[src/rtl/ddr_ctrl_pkg.sv]
// Shared definitions for the DDR user write path (user_wr_feed, user_wr_ctrl).
// Holds the write-path state encoding, bus widths and the default burst,
// frame and end-timeout sizes for a 1024x768x16-bit frame of 128-bit words.
package ddr_ctrl_pkg;
  localparam int BURST_LEN_DEF        = 64;
  localparam int BURSTS_PER_FRAME_DEF = 1536;
  localparam int END_TIMEOUT_DEF      = 4096;

  localparam int DATA_W      = 128;
  localparam int RD_COUNT_W  = 10;
  localparam int BEAT_W      = 7;
  localparam int BURST_CNT_W = 11;

  typedef enum logic [2:0] {
    IDLE,
    REQ,
    BURST,
    DRAIN,
    WAIT_END
  } wr_state_t;
endpackage

[src/rtl/user_wr_feed_if.sv]
// Bus bundle between the capture FIFO / arbiter / user_wr_ctrl and user_wr_feed.
//   master : user_wr_feed side (drives FIFO read strobe, request, write beat, status)
//   slave  : environment side (FIFO level/data, grant, burst-complete pulse)
interface user_wr_feed_if;
  import ddr_ctrl_pkg::*;

  logic [RD_COUNT_W-1:0] fifo_rd_count;
  logic [DATA_W-1:0]     fifo_rd_data;
  logic                  fifo_rd_en;
  logic                  wr_req;
  logic                  wr_grant;
  logic                  wr_en;
  logic [DATA_W-1:0]     wr_data;
  logic                  user_wr_end;
  logic                  wr_busy;
  logic                  frame_done;
  logic                  wr_err;

  modport master (
    input  fifo_rd_count, fifo_rd_data, wr_grant, user_wr_end,
    output fifo_rd_en, wr_req, wr_en, wr_data, wr_busy, frame_done, wr_err
  );

  modport slave (
    output fifo_rd_count, fifo_rd_data, wr_grant, user_wr_end,
    input  fifo_rd_en, wr_req, wr_en, wr_data, wr_busy, frame_done, wr_err
  );
endinterface

[src/rtl/user_wr_feed.sv]
// Moves one BURST_LEN-word burst at a time from the capture FIFO into
// user_wr_ctrl once the arbiter grants the DDR port.
//   sclk, rst : clock, asynchronous active-high reset
//   bus       : user_wr_feed_if.master
//     fifo_rd_count/fifo_rd_data/fifo_rd_en : upstream FIFO read side
//     wr_req/wr_grant                       : arbiter handshake
//     wr_en/wr_data/user_wr_end             : burst to user_wr_ctrl
//     wr_busy/frame_done/wr_err             : status
module user_wr_feed
  import ddr_ctrl_pkg::*;
#(
  parameter int BURST_LEN        = BURST_LEN_DEF,
  parameter int BURSTS_PER_FRAME = BURSTS_PER_FRAME_DEF,
  parameter int END_TIMEOUT      = END_TIMEOUT_DEF
) (
  input  logic           sclk,
  input  logic           rst,
  user_wr_feed_if.master bus
);
  localparam int TO_W = $clog2(END_TIMEOUT + 1);

  wr_state_t              state, state_nxt;
  logic [BEAT_W-1:0]      beat;
  logic [BURST_CNT_W-1:0] burst_cnt;
  logic [TO_W-1:0]        to_cnt;
  logic                   rd_en, req, busy;
  logic                   wr_en_q, frame_done_q, wr_err_q;
  logic                   last_beat, end_ok, timeout, wrap;

  assign last_beat = (beat == BEAT_W'(BURST_LEN - 1));
  // user_wr_end only counts while a burst is outstanding
  assign end_ok    = (state == WAIT_END) && bus.user_wr_end;
  // a real end pulse on the final timeout cycle still wins over the timeout
  assign timeout   = (state == WAIT_END) && !bus.user_wr_end &&
                     (to_cnt == TO_W'(END_TIMEOUT - 1));
  assign wrap      = end_ok && (burst_cnt == BURST_CNT_W'(BURSTS_PER_FRAME - 1));

  always_ff @(posedge sclk or posedge rst) begin
    if (rst) state <= IDLE;
    else     state <= state_nxt;
  end

  // grant is only looked at in REQ, so dropping it later never aborts a burst
  always_comb begin
    state_nxt = state;
    rd_en     = 1'b0;
    req       = 1'b0;
    busy      = 1'b0;
    case (state)
      IDLE:     if (bus.fifo_rd_count >= RD_COUNT_W'(BURST_LEN)) state_nxt = REQ;
      REQ: begin
        req = 1'b1;
        if (bus.wr_grant) state_nxt = BURST;
      end
      BURST: begin
        rd_en = 1'b1;
        busy  = 1'b1;
        if (last_beat) state_nxt = DRAIN;
      end
      // last FIFO word is on fifo_rd_data now; wr_en covers it this cycle
      DRAIN: begin
        busy      = 1'b1;
        state_nxt = WAIT_END;
      end
      WAIT_END: begin
        busy = 1'b1;
        if (end_ok || timeout) state_nxt = IDLE;
      end
      default:  state_nxt = IDLE;
    endcase
  end

  always_ff @(posedge sclk or posedge rst) begin
    if (rst) begin
      beat         <= '0;
      to_cnt       <= '0;
      burst_cnt    <= '0;
      wr_en_q      <= 1'b0;
      frame_done_q <= 1'b0;
      wr_err_q     <= 1'b0;
    end else begin
      beat    <= (state == BURST && !last_beat) ? beat + BEAT_W'(1) : '0;
      to_cnt  <= (state == WAIT_END) ? to_cnt + TO_W'(1) : '0;
      if (end_ok) burst_cnt <= wrap ? '0 : burst_cnt + BURST_CNT_W'(1);
      // FIFO data lands one cycle after the read strobe
      wr_en_q      <= rd_en;
      frame_done_q <= wrap;
      if (timeout) wr_err_q <= 1'b1;
    end
  end

  assign bus.fifo_rd_en = rd_en;
  assign bus.wr_req     = req;
  assign bus.wr_busy    = busy;
  assign bus.wr_en      = wr_en_q;
  assign bus.wr_data    = bus.fifo_rd_data;
  assign bus.frame_done = frame_done_q;
  assign bus.wr_err     = wr_err_q;
endmodule

[src/flat_wrapper.sv]
// flat-port wrapper written by rule: the top's interface ports become plain ports
module user_wr_feed_flat import ddr_ctrl_pkg::*;
#(
  parameter int BURST_LEN        = BURST_LEN_DEF,
  parameter int BURSTS_PER_FRAME = BURSTS_PER_FRAME_DEF,
  parameter int END_TIMEOUT      = END_TIMEOUT_DEF
)
  (sclk, rst, bus_fifo_rd_count, bus_fifo_rd_data, bus_wr_grant, bus_user_wr_end, bus_fifo_rd_en, bus_wr_req, bus_wr_en, bus_wr_data, bus_wr_busy, bus_frame_done, bus_wr_err);
  user_wr_feed_if bus_i ();
  input  logic sclk;
  input  logic rst;
  input wire logic [$bits(bus_i.fifo_rd_count)-1:0] bus_fifo_rd_count;
  input wire logic [$bits(bus_i.fifo_rd_data)-1:0] bus_fifo_rd_data;
  input wire logic [$bits(bus_i.wr_grant)-1:0] bus_wr_grant;
  input wire logic [$bits(bus_i.user_wr_end)-1:0] bus_user_wr_end;
  output wire logic [$bits(bus_i.fifo_rd_en)-1:0] bus_fifo_rd_en;
  output wire logic [$bits(bus_i.wr_req)-1:0] bus_wr_req;
  output wire logic [$bits(bus_i.wr_en)-1:0] bus_wr_en;
  output wire logic [$bits(bus_i.wr_data)-1:0] bus_wr_data;
  output wire logic [$bits(bus_i.wr_busy)-1:0] bus_wr_busy;
  output wire logic [$bits(bus_i.frame_done)-1:0] bus_frame_done;
  output wire logic [$bits(bus_i.wr_err)-1:0] bus_wr_err;
  assign bus_i.fifo_rd_count = bus_fifo_rd_count;
  assign bus_i.fifo_rd_data = bus_fifo_rd_data;
  assign bus_i.wr_grant = bus_wr_grant;
  assign bus_i.user_wr_end = bus_user_wr_end;
  assign bus_fifo_rd_en = bus_i.fifo_rd_en;
  assign bus_wr_req = bus_i.wr_req;
  assign bus_wr_en = bus_i.wr_en;
  assign bus_wr_data = bus_i.wr_data;
  assign bus_wr_busy = bus_i.wr_busy;
  assign bus_frame_done = bus_i.frame_done;
  assign bus_wr_err = bus_i.wr_err;
  user_wr_feed #(.BURST_LEN(BURST_LEN), .BURSTS_PER_FRAME(BURSTS_PER_FRAME), .END_TIMEOUT(END_TIMEOUT)) u_core (.sclk(sclk), .rst(rst), .bus(bus_i));
endmodule
[config.mk]
export PLATFORM = sky130hd
export DESIGN_NAME = user_wr_feed_flat
export DESIGN_NICKNAME = d
export VERILOG_FILES = /design/src/rtl/ddr_ctrl_pkg.sv /design/src/rtl/user_wr_feed_if.sv /design/src/rtl/user_wr_feed.sv /design/src/flat_wrapper.sv
export SDC_FILE = /design/constraint.sdc
export NUM_CORES = 1
export LEC_CHECK = 0
export BUFFER_PORTS_ARGS = -buffer_cell sky130_fd_sc_hd__buf_2
export CAP_MARGIN = 15
export CORE_ASPECT_RATIO = 0.7
export CORE_MARGIN = 10
export CORE_UTILIZATION = 36
export CTS_BUF_LIST = sky130_fd_sc_hd__clkbuf_4 sky130_fd_sc_hd__clkbuf_8 sky130_fd_sc_hd__clkbuf_16
export CTS_CLUSTER_SIZE = 24
export DETAILED_ROUTE_END_ITERATION = 12
export PLACE_DENSITY = 0.88
export SLEW_MARGIN = 10
export SYNTH_ARGS = -nofsm -noshare
export SYNTH_HDL_FRONTEND = slang
export SYNTH_SLANG_ARGS = --single-unit
[constraint.sdc]
create_clock -name sclk -period 2.4 [get_ports sclk]
set_clock_uncertainty 0.2 [all_clocks]
set_input_delay 0.48 -clock sclk [delete_from_list [all_inputs] [get_ports sclk]]
set_output_delay 0.48 -clock sclk [all_outputs]
set_load 0.02 [all_outputs]
==> impl_summary.log <==
[metrics] Psw: 0.510 mW
[metrics] total overflow reported by the global router: 0
[metrics] post-route insts no fill: 287
[metrics] share of synthesized flip-flops with an asynchronous set or reset: 100%
[metrics] via count of the first global-routing pass: 1483
[metrics] WP data required: 1.72 ns
[metrics] DR vias: 1474
[metrics] part of the total power dissipated in the clock network: 33.6%
[metrics] count of endpoints failing setup in the final report: 0
[metrics] most used cells in the layout excluding fill and tap cells: sky130_fd_sc_hd__dfrtp_1, sky130_fd_sc_hd__a21oi_1, sky130_fd_sc_hd__buf_2
[metrics] flip-flop cell with the highest count after synthesis: sky130_fd_sc_hd__dfrtp_1
[metrics] power share of the sequential group: 47.4%
[metrics] Resized Gates After CTS: 0
[metrics] vias per std cell: 5.14
[metrics] number of antenna violations at the first check in global routing: 0
[metrics] drt pass-1 iters: 4
[metrics] library cells used by synthesis: 36
[metrics] synthesized area: 2720 sq um
[metrics] worst-path maximum fanout: 8
[metrics] count of flip-flops with a built-in enable after synthesis: 0
[metrics] Sink Count: 37
[metrics] total number of yosys warnings: 0
[metrics] Net Sw Frac: 31.3%
[metrics] Seq/Total Area, Yosys: 34.1%
[metrics] cell mode on critical path: sky130_fd_sc_hd__nand2b_1
[metrics] post-route ant nets: 0
[metrics] GR met2 Demand/Resource: 9.73%
[metrics] DR iter-0 viols: 86
[metrics] cell count of the worst reg-to-reg path: 3
[metrics] sum of negative setup slack: 0 ns
[metrics] most common cell after layout, fill and taps aside: sky130_fd_sc_hd__dfrtp_1
[metrics] Internal Dissipation: 1.12 mW
[metrics] fraction of layout cells with a size suffix above 1: 15.9%
[metrics] class of the most critical hold timing path: primary input to async pin
[metrics] met3 GRT Util: 7.76%
[metrics] slew at the pin closest to its max-slew limit: 0.511 ns
[metrics] count of unresolved DRC violations after routing: 0
[metrics] pwr/cell area: 789 nW/um^2
[metrics] kind of start point of the critical path: flop
[metrics] clock transition at the registers of the reported paths: 0.08 ns
[metrics] H-Tree Depth: 2
[metrics] Die Outline Area: 11500 sq um
[metrics] total half-perimeter wirelength after legalization and detailed placement: 3310 microns
[metrics] initial core utilization: 37.1%
[metrics] Cell Count Post-Placement: 279
[metrics] #FFs+latches synth: 37
[metrics] min Tclk post-route: 2.18 ns
[metrics] crit path kind: flop to output pin
[metrics] synthesized netlist cell count: 296
[metrics] remaining max-slew budget at the tightest pin: 65.7%
[metrics] Cell Rows: 26
[metrics] buffer depth of the longest clock path: 2
[metrics] global-route usage over all layers: 7.88%
[metrics] max-slew violations: 0
[metrics] largest incremental delay on the critical path: 0.46 ns
[metrics] number of nets in the final layout: 333
[metrics] count of endpoints failing hold in the final timing report: 0
[metrics] Post-CTS Hold Buffers: 0
[metrics] CTS Root Buffer Type: sky130_fd_sc_hd__clkbuf_8
[metrics] clock buffers created by TritonCTS: 5
[metrics] worst-path cell with the longest stage delay: sky130_fd_sc_hd__dfrtp_1
[metrics] placeable core region: 7320 sq um
[metrics] final wirelength: 4440 microns
[metrics] cell leakage power: 0.877 nW
[metrics] diode insertion count for antenna repair: 0
[metrics] combinational fraction of design power: 19.1%
[metrics] global-route wire length before repair: 7290 microns
[metrics] cells along the critical path: nand2b_1 -> nand2b_1 -> inv_1 -> buf_2
[metrics] Top-Level Pins: 276
[metrics] count of input and output buffers: 13
[metrics] kind of end point of the critical path: output pin
[metrics] number of nets produced by synthesis: 441
[metrics] GP Congestion: 0.746
[metrics] Post-Synthesis Mean Instance Area: 9.19 sq um
[metrics] clock tree from TritonCTS: yes
[metrics] RSZ-0062 raised after global routing: no
[metrics] die width: 124 microns
[metrics] highest clock frequency the design can meet: 0.459 GHz
[metrics] run status: complete, no violations
[metrics] Post-CTS Setup Bufs: 0
[metrics] Die Span Y: 92.7 microns
[metrics] global routing usage on met1: 8.63%
[metrics] max-capacitance violation count: 0
[metrics] busiest metal layer after global routing: met2
[metrics] Final period util: 90.7%
[metrics] maximum resistive drop on vdd: 0.000398 V
[metrics] data arrival at the endpoint of the critical path: 1.50 ns
[metrics] maximum number of pins on one net before global-route repair: 38
[metrics] signed area change from the synthesized netlist to the final layout: -24.1%
[metrics] wire length per cell: 15.5 microns
[metrics] Clk Latency, worst-skew pair: 0.30 ns
==> final cells by class <==
class / count / area, sq um
Timing Repair Buffer: 16 / 87.6
Clock buffer: 5 / 68.8
Clock inverter: 3 / 46.3
Tap cell: 98 / 123
Sequential cell: 37 / 926
Inverter: 11 / 41.3
Fill cell: 773 / 5260
Multi-Input combinational cell: 117 / 772
==> synthesized netlist by cell type (4+ instances only) <==
cell	n	share of area (%)
sky130_fd_sc_hd__nand3_1	11	2.0
sky130_fd_sc_hd__buf_4	128	35
sky130_fd_sc_hd__dfrtp_1	37	34
sky130_fd_sc_hd__a21oi_1	13	2.4
sky130_fd_sc_hd__xnor2_1	6	1.9
sky130_fd_sc_hd__xor2_1	4	1.3
sky130_fd_sc_hd__nor2_1	11	1.5
sky130_fd_sc_hd__nand2_1	10	1.4
sky130_fd_sc_hd__inv_1	11	1.5
sky130_fd_sc_hd__o21ai_0	6	1.1
sky130_fd_sc_hd__or3_1	5	1.2
sky130_fd_sc_hd__o31ai_1	9	2.5
sky130_fd_sc_hd__or4_1	7	1.9
sky130_fd_sc_hd__nand4_1	5	1.2
==> cells by family (layout without fill, tap and decap cells) <==
family,count (synthesis),after routing,synth area share [%]
multiplexers,2,2,0.736
adder cells (fa/ha/maj),3,3,1.38
AND/OR/NAND/NOR,67,67,14.9
XOR/XNOR,10,10,3.22
flip-flops,37,37,34.1
AO/OA/AOI/OAI,35,35,8.19
buffers and inverters,142,35,37.6
==> metrics by stage <==
step	hold WS, ns	util (%)	instance area, sq um	setup slack, ns	power, mW
after floorplan	0.233	-	2720	0.630	1.30
after global placement	0.245	26.6	1950	0.468	1.08
after detailed placement	0.249	26.6	1950	0.375	1.10
after CTS	0.0876	28.2	2060	0.216	1.65
after global routing	0.119	28.2	2060	0.162	1.74
final	0.0679	28.2	2060	0.222	1.63
==> worst max-delay path: cells and delay by family (launching register included) <==
family / cells / cell delay, ns
buffers and inverters: 2 / 0.34
DFF: 1 / 0.46
and+or+nand+nor: 2 / 0.39
==> path summary, 6_finish.rpt <==
check,startpoint,to,slack [ns]
max,u_core.state[0],bus_fifo_rd_en,0.22
min,rst,u_core.beat[6],0.07
max reg2reg,u_core.state[1],u_core.burst_cnt[3],0.42
min reg2reg,u_core.bus.wr_err,u_core.bus.wr_err,0.26
max in group asynchronous,rst,u_core.to_cnt[10],1.60
min in group sclk,bus_wr_grant,u_core.state[1],0.20
==> power by group through the flow <==
stage | clock network [mW] | registers (mW) | logic, mW
3_5_place_dp | 0 | 0.785 | 0.316
2_1_floorplan | 0 | 0.767 | 0.534
6_report | 0.547 | 0.771 | 0.310
5_1_grt | 0.592 | 0.790 | 0.353
3_3_place_gp | 0 | 0.773 | 0.304
4_1_cts | 0.564 | 0.772 | 0.317
==> sequential cells by signal, indices dropped and copies added (netlist names) <==
signal	cells
u_core.bus.wr_en	1
u_core.state	3
u_core.beat	7
u_core.bus.frame_done	1
u_core.bus.wr_err	1
u_core.burst_cnt	11
u_core.to_cnt	13
==> layer usage <==
layer	vias up	share of wire (%)
met5	-	0
li1	647	-
met3	21	17
met1	696	40
met2	110	40
met4	0	2.2
Note: power is estimated with default switching activity, not from simulation.
